$ cat src/rtl/regdst_pipe_pkg.sv
// Shared definitions for the regdst_pipe ID/EX -> EX/MEM -> MEM/WB pipeline slice.
package regdst_pipe_pkg;

   localparam int RW = 5;
   localparam logic [RW-1:0] ZERO_REG = 5'd0;

   typedef struct packed {
      logic          regwrite;
      logic          memread;
      logic [RW-1:0] rd;
      logic [RW-1:0] rs;
      logic [RW-1:0] rt;
   } stage_ctrl_t;

   localparam stage_ctrl_t BUBBLE = '{1'b0, 1'b0, 5'd0, 5'd0, 5'd0};

   function automatic logic writes_reg(input logic regwrite, input logic [RW-1:0] rd);
      return regwrite && (rd != ZERO_REG);
   endfunction

endpackage

$ cat src/rtl/regdst_pipe_stage_reg.sv
// One pipeline stage register: loads i_d each cycle, or an all-zero bubble when i_bubble is set.
module stage_reg #(
   parameter int W = 17
) (
   input  logic         clk,
   input  logic         rstn,
   input  logic         i_bubble,
   input  logic [W-1:0] i_d,
   output logic [W-1:0] o_q
);

   logic [W-1:0] r_q;

   // Stage contents: async clear, then either a bubble or the incoming record.
   always_ff @(posedge clk or negedge rstn) begin
      if (!rstn) begin
         r_q <= {W{1'b0}};
      end else if (i_bubble) begin
         r_q <= {W{1'b0}};
      end else begin
         r_q <= i_d;
      end
   end

   assign o_q = r_q;

endmodule

$ cat src/rtl/regdst_pipe.sv
// Three-stage register-destination pipeline with load-use hazard detection and a stall counter.
module regdst_pipe
   import regdst_pipe_pkg::*;
#(
   parameter int          DW        = 32,
   parameter logic [15:0] STALL_SAT = 16'hFFFF
) (
   input  logic          clk,
   input  logic          rstn,
   input  logic          id_valid,
   input  logic [RW-1:0] id_rs,
   input  logic [RW-1:0] id_rt,
   input  logic [RW-1:0] id_rd,
   input  logic          id_regwrite,
   input  logic          id_memread,
   input  logic          flush,
   input  logic [DW-1:0] ex_result,
   input  logic [DW-1:0] mem_rdata,
   output logic          stall,
   output logic [RW-1:0] IDEX_Rs,
   output logic [RW-1:0] IDEX_Rt,
   output logic          EXMEM_RegWrite,
   output logic          EXMEM_MemRead,
   output logic [RW-1:0] EXMEM_Rd,
   output logic [DW-1:0] EXMEM_Data,
   output logic          MEMWB_RegWrite,
   output logic [RW-1:0] MEMWB_Rd,
   output logic [DW-1:0] MEMWB_Data,
   output logic [15:0]   stall_cnt
);

   localparam int XW = 2 + RW + DW;
   localparam int WW = 1 + RW + DW;

   stage_ctrl_t   w_id_ctrl;
   stage_ctrl_t   w_idex;
   logic          w_hazard;
   logic          w_idex_bubble;
   logic [XW-1:0] w_exmem_d;
   logic [XW-1:0] w_exmem_q;
   logic [WW-1:0] w_memwb_d;
   logic [WW-1:0] w_memwb_q;
   logic [15:0]   r_stall_cnt;

   // Decoded ID record; a write to register 0 is dropped at capture.
   always_comb begin
      w_id_ctrl          = BUBBLE;
      w_id_ctrl.regwrite = writes_reg(id_regwrite, id_rd);
      w_id_ctrl.memread  = id_memread;
      w_id_ctrl.rd       = w_id_ctrl.regwrite ? id_rd : ZERO_REG;
      w_id_ctrl.rs       = id_rs;
      w_id_ctrl.rt       = id_rt;
   end

   assign w_hazard = w_idex.memread & w_idex.regwrite & (w_idex.rd != ZERO_REG) & id_valid &
                     ((w_idex.rd == id_rs) | (w_idex.rd == id_rt));
   assign stall         = w_hazard & ~flush;
   assign w_idex_bubble = flush | stall | ~id_valid;

   stage_reg #(.W($bits(stage_ctrl_t))) u_idex (
      .clk      (clk),
      .rstn     (rstn),
      .i_bubble (w_idex_bubble),
      .i_d      (w_id_ctrl),
      .o_q      (w_idex)
   );

   assign w_exmem_d = {w_idex.regwrite, w_idex.memread, w_idex.rd, ex_result};

   stage_reg #(.W(XW)) u_exmem (
      .clk      (clk),
      .rstn     (rstn),
      .i_bubble (1'b0),
      .i_d      (w_exmem_d),
      .o_q      (w_exmem_q)
   );

   assign {EXMEM_RegWrite, EXMEM_MemRead, EXMEM_Rd, EXMEM_Data} = w_exmem_q;
   assign w_memwb_d = {EXMEM_RegWrite, EXMEM_Rd, EXMEM_MemRead ? mem_rdata : EXMEM_Data};

   stage_reg #(.W(WW)) u_memwb (
      .clk      (clk),
      .rstn     (rstn),
      .i_bubble (1'b0),
      .i_d      (w_memwb_d),
      .o_q      (w_memwb_q)
   );

   assign {MEMWB_RegWrite, MEMWB_Rd, MEMWB_Data} = w_memwb_q;
   assign IDEX_Rs = w_idex.rs;
   assign IDEX_Rt = w_idex.rt;

   // Saturating count of cycles in which the load-use stall was actually applied.
   always_ff @(posedge clk or negedge rstn) begin
      if (!rstn) begin
         r_stall_cnt <= 16'd0;
      end else if (stall && (r_stall_cnt != STALL_SAT)) begin
         r_stall_cnt <= r_stall_cnt + 16'd1;
      end else begin
         r_stall_cnt <= r_stall_cnt;
      end
   end

   assign stall_cnt = r_stall_cnt;

endmodule
$ cat config.mk
export PLATFORM = sky130hd
export DESIGN_NAME = regdst_pipe
export DESIGN_NICKNAME = d
export VERILOG_FILES = /design/src/rtl/regdst_pipe_pkg.sv /design/src/rtl/regdst_pipe_stage_reg.sv /design/src/rtl/regdst_pipe.sv
export SDC_FILE = /design/constraint.sdc
export NUM_CORES = 1
export LEC_CHECK = 0
export CORE_UTILIZATION = 40
export DETAILED_ROUTE_END_ITERATION = 8
export DONT_BUFFER_PORTS = 1
export PLACE_DENSITY = 0.64
export SLEW_MARGIN = 20
export SYNTH_ARGS = -nofsm -noshare
export SYNTH_HDL_FRONTEND = slang
export SYNTH_SLANG_ARGS = --single-unit
$ cat constraint.sdc
create_clock -name clk -period 2.35 [get_ports clk]
set_input_delay 0.3525 -clock clk [delete_from_list [all_inputs] [get_ports clk]]
set_output_delay 0.3525 -clock clk [all_outputs]
set_load 0.05 [all_outputs]
# Word-level counts from Yosys, hierarchy flattened
# Index checks and enable logic that the tools add are counted.
op_classes:
  n_bitwise: 10
  n_mux: 3
  add_sub_neg: 1
  reduce_logical: 4
  eq_ne: 3
ops:
  columns: ["operator", "n"]
  rows:
  - ["32-bit two-way mux", 1]
  - ["17-bit two-way mux", 1]
  - ["16-bit by 1-bit adder with 16-bit output (second input constant)", 1]
  - ["16-bit != test (second input constant)", 1]
  - ["5-bit == test", 2]
  - ["5-bit nonzero test", 2]
  - ["1-bit AND", 5]
  - ["5-bit two-way mux", 1]
  - ["1-bit bitwise OR", 3]
  - ["1-bit logical AND", 2]
  - ["1-bit inverter", 2]
word_totals:
  out_inout_bits: 104
  inputBits: 85
  regBits: 110
  word_cells: 25

# Depth between registers and ports, before layout
depth:
  ltp_word: 8
  ltp_mapped: 7
  mapped_depth_nobuf: 6

# Cells and area by module
# Synthesis repeated with hierarchy kept, for this count alone.
hier_totals:
  hier_cells: 342
  area_unflattened_um2: 4667.0
by_module_without_submodules:
  columns: ["module", "cells_each", "area_each_um2", "seq_area_each_um2", "instances"]
  rows:
  - ["regdst_pipe", 145, 1433.9, 400.4, 1]
  - ["stage_reg (u_memwb)", 80, 1402.6, 950.9, 1]
  - ["stage_reg (u_exmem)", 82, 1270.0, 975.9, 1]
  - ["stage_reg (u_idex)", 35, 560.5, 425.4, 1]

# Worst setup path before layout
# Ideal clock, no wire load.
synth_timing:
  path_type: "flip-flop to flip-flop"
  from: "register r_stall_cnt[0], in the netlist stall_cnt[0]"
  to: "register r_stall_cnt[1], in the netlist stall_cnt[1]"
  setup_slack_ns: -0.033
  n_path_buf: 1
  t_required_ns: 2.225
  stages_incl_launch_ff: 8
  setup_time_ns: 0.125
  synth_period_minus_slack_ns: 2.383
  t_arrival_ns: 2.258
  cell_sequence: "dfrtp_1 > ha_1 > nand3_1 > or4_4 > or2_0 > buf_6 > nand3_2 > mux2_4"
synth_via:
  elab_chain_cells: 2
  elab_cells_between_ends: 3
  classes_between: "add/sub: 1; eq/ne: 1; reduce/logical: 1"
synth_lines:
  columns: ["item", "line_no", "rtl"]
  rows:
  - ["start: declaration", "regdst_pipe.sv:43", "logic [15:0] r_stall_cnt;"]
  - ["start signal: assignment", "regdst_pipe.sv:98", "r_stall_cnt <= r_stall_cnt + 16'd1;"]
  - ["start signal: assignment", "regdst_pipe.sv:100", "r_stall_cnt <= r_stall_cnt;"]
  - ["branches (longest 2 deep; another with 16-bit by 1-bit adder with 16-bit output)", null, null]
# Several ways; the timed one is not identified.
# A chain may end at the register's enable or synchronous reset.

# Worst setup path in the final report
layout_timing:
  from: "register u_idex.r_q[10], in the netlist u_idex.o_q[10]"
  to: "output stall"
layout_via:
  elab_chain_cells: 5
  elab_cells_between_ends: 8
  classes_between: "eq/ne: 2; bitwise: 5; reduce/logical: 1"
layout_lines:
  columns: ["item", "line_no", "rtl"]
  rows:
  - ["start: declaration", "regdst_pipe_stage_reg.sv:12", "logic [W-1:0] r_q;"]
  - ["start signal: assignment", "regdst_pipe_stage_reg.sv:17", "r_q <= {W{1'b0}};"]
  - ["start signal: assignment", "regdst_pipe_stage_reg.sv:19", "r_q <= {W{1'b0}};"]
  - ["start signal: assignment", "regdst_pipe_stage_reg.sv:21", "r_q <= i_d;"]
  - ["5-bit nonzero test", "regdst_pipe.sv:55", "assign w_hazard = w_idex.memread & w_idex.regwrite & (w_idex.rd != ZERO_REG) & id_valid &"]
  - ["1-bit AND (2 in series)", "regdst_pipe.sv:55", null]
  - ["1-bit AND *", "regdst_pipe.sv:55", null]
  - ["1-bit AND *", "regdst_pipe.sv:57", "assign stall = w_hazard & ~flush;"]
  - ["end: declaration", "regdst_pipe.sv:19", "output logic stall,"]
# Every way passes the cells marked *; elsewhere a longest branch is shown, timed or not.

==> results.md <==
* Clock latency on the worst-skew pair at around 0.37 ns
* Critical path arrival at about 1.8 ns
* Hold/Removal Path Class: input port to async pin
* Total Power at around 3.6 mW
* Final period util at between 90 and 100%
* Clock Path Buffers at 2
* Endpoint class of the critical path: output pin
* Inst Count DP at 395
* Failing checks: hold timing
* Clk_skew at 0.008964 ns
* Initial drt markers at 33
* Reg2Reg Depth at 6
* Routed length per placed instance at ~18 um
* Clock Sinks at 110
* TritonCTS Buffers at 9
* Gr usage total at roughly 16%
* Core area at a little over 9000 um^2
* Unrepaired setup endpoints after global routing: no
* I/O Buffers at 0
* Crit Path Category: flip-flop to output pin
* Largest cells by area after synthesis: dfrtp_1 (71%), mux2_2 (9.3%), xnor2_1 (5.6%)
* Number of distinct library cells after synthesis at 33
* Fill cell count at between 800 and 900
* Post-Syn Instances at about 260
* Fin nets at between 300 and 400
* Placer's final routability congestion estimate at roughly 0.82
* Largest net degree at the start of global routing at around 110
* Final hold viol count at between 100 and 150
* Final max-slew violation count at 0
* CTS tree: yes
* Seq/Total Area, Yosys at 71.01%
* Die X at roughly 100 um
* Status: complete, but fails checks
* Crit path max fanout at 6
* Post-synth net total at approximately 340
* Share of flip-flops with an asynchronous set or reset at 100.0%
* Power Dens Cells at roughly 770 nW/um^2
* Post-route ant nets at 0
* Starting Density at 41.56%
* Die footprint at roughly 10000 um^2
* Max cap viols at 0
* Final wirelength at about 8000 um
* Post-Synthesis Cell Area at 3876 um^2
* Fin area at 4681 um^2
* TNS Setup at 0 ns
* HPWL after detailed placement at approximately 5700 um
* Synthesis-stage register bit count at 110
* Die Y at 100.4 um
* Yosys warnings at 0
* Leak Pwr at 2.044 nW
* Gr ovfl total at 0
* Post-synth top flop: dfrtp_1
* Synth top area share at between 70% and 80%
* Worst hold slack at -0.3378 ns
* Hold buffers post-CTS at 32
* Core Rows at 35
* Max Fclk at 455.6 MHz
* Crit start category: flip-flop
* # setup viols final at 0
* Via count at about 2200
* Worst slew margin at a little over a third
* Number of I/O pins at about 190
* Syn_area_per_cell at about 15 um^2
* Synth area leader: dfrtp_1
* Tmin final at 2.195 ns
* Fin cells at 442
* Maximum vdd drop at 440.8 uV
* Vias per cell at 4.889
* CTS HTree Levels at 3
* Global-route wire length before repair at about 12000 um
* DRC at 0
* Share of layout cells above drive strength 1 at between 20% and 30%
* Initial antenna violation count at 0
* Ant. Diodes at 0
* Placement Setup Slack at about 0.25 ns
* Setup slack after layout at roughly 0.16 ns
* Clk slew on worst S/H paths at roughly 0.1 ns
* Cell Area, Placed at 4150 um^2
* Critical Path RT at about 2.0 ns
* Drt pass-1 iters at 4
* Worst slew pin tran at about 0.97 ns
* Root buffer cell: clkbuf_8
* Setup Buffers After CTS at 0
* Area grow syn2layout at 20.76%
* EDFF count, synth at 0
* Vias in the first global route at approximately 2300
-- worst max-delay path: stages, from the launching register on --
cell,delay (ns)
dfrtp_1,0.44
xnor2_1,0.19
nand3_1,0.11
o22ai_2,0.33
and2_1,0.25
buf_12,0.15
-- path summary, 6_finish.rpt --
kind                                               start                        end  slack [ns]
worst max register to register  stall_cnt[0]$_DFFE_PN0P_   stall_cnt[1]$_DFFE_PN0P_        0.17
worst min-delay path                                rstn   u_exmem.o_q[3]$_DFF_PN0_       -0.34
worst min register to register  u_idex.o_q[15]$_DFF_PN0_  u_exmem.o_q[37]$_DFF_PN0_        0.38
max in group asynchronous                           rstn  u_exmem.o_q[11]$_DFF_PN0_        2.50
min in group clk                                id_rt[3]    u_idex.o_q[3]$_DFF_PN0_        0.10
worst max-delay path            u_idex.o_q[10]$_DFF_PN0_                      stall        0.16
-- through the flow --
step	utilization (%)	hold WS, ns
global placement	44.49	0.05946
detailed placement	44.49	0.05947
global route	50.18	-0.3689
CTS	50.14	-0.3651
floorplan	-	0.05691
finish	50.18	-0.3378
-- logic make-up after synthesis --
logic type                 count (synthesis)  share of synthesized area (%)
DFF                                      110                          71.01
and+or+nand+nor                           68                          10.23
muxes                                     33                          9.684
xor gates and xnor gates                  25                          5.649
buffers and inverters                     14                          2.066
AOI/OAI and AO/OA                          5                          1.033
adders and majority gates                  1                         0.3227
-- area by class of cell --
class	instances	area, um^2	share of cell area (%)
timing repair buffer	55	505.5	10.80
tap	129	161.4	3.448
multi-input combinational	132	1047	22.37
clock inverter	4	55.05	1.176
sequential	110	2756	58.89
clock buffer	11	151.4	3.234
inverter	1	3.754	0.08019
-- cell usage after synthesis, types with 2 or more instances --
| cell | instances |
|---|---|
| nand3_1 | 12 |
| nor3_1 | 4 |
| a21oi_1 | 2 |
| mux2_2 | 32 |
| and2_1 | 12 |
| xnor2_1 | 25 |
| nand4_1 | 11 |
| clkbuf_1 | 3 |
| nand2_1 | 5 |
| dfrtp_1 | 110 |
| nand4b_1 | 2 |
| and3_1 | 6 |
| nor2_1 | 6 |
| buf_1 | 3 |
| buf_4 | 5 |
-- metal layers --
layer	wire, um	up-vias	global-route usage, %
met5	0	-	0
met4	129	0	6.689
met1	2964	1058	17.37
li1	-	966	-
met3	829	12	8.148
met2	4101	125	27.40
-- timing repair --
item | in CTS | in global routing
resized for setup | 0 | 1
hold endpoints to repair | 142 | 110
setup endpoints to repair | 0 | 1
-- flip-flops by register name, indices dropped and copies added (netlist names) --
name / count
u_exmem.o_q: 39
u_idex.o_q: 17
stall_cnt: 16
u_memwb.o_q: 38
-- power by group --
group	internal (mW)	leakage [nW]	total, mW	switching (mW)
clock	0.550	0.102	1.15	0.596
combinational	0.0907	0.570	0.132	0.0417
sequential	1.97	1.37	2.31	0.341
-- placed cells by master (no fill, tap or decap), drive strengths merged, types with 2 or more instances in the layout --
master | netlist | final
clkbuf | 3 | 11
or4 | 2 | 2
dfrtp | 110 | 110
dlygate4sd3 | 0 | 32
nor2 | 6 | 6
xnor2 | 25 | 25
nand4b | 2 | 2
inv | 1 | 2
and2 | 12 | 12
mux2 | 33 | 33
nand2 | 6 | 6
nand4 | 11 | 11
and3 | 6 | 6
nor3 | 4 | 4
a21oi | 2 | 2
buf | 10 | 23
nand3 | 13 | 13
(Power assumes the default switching activity.)
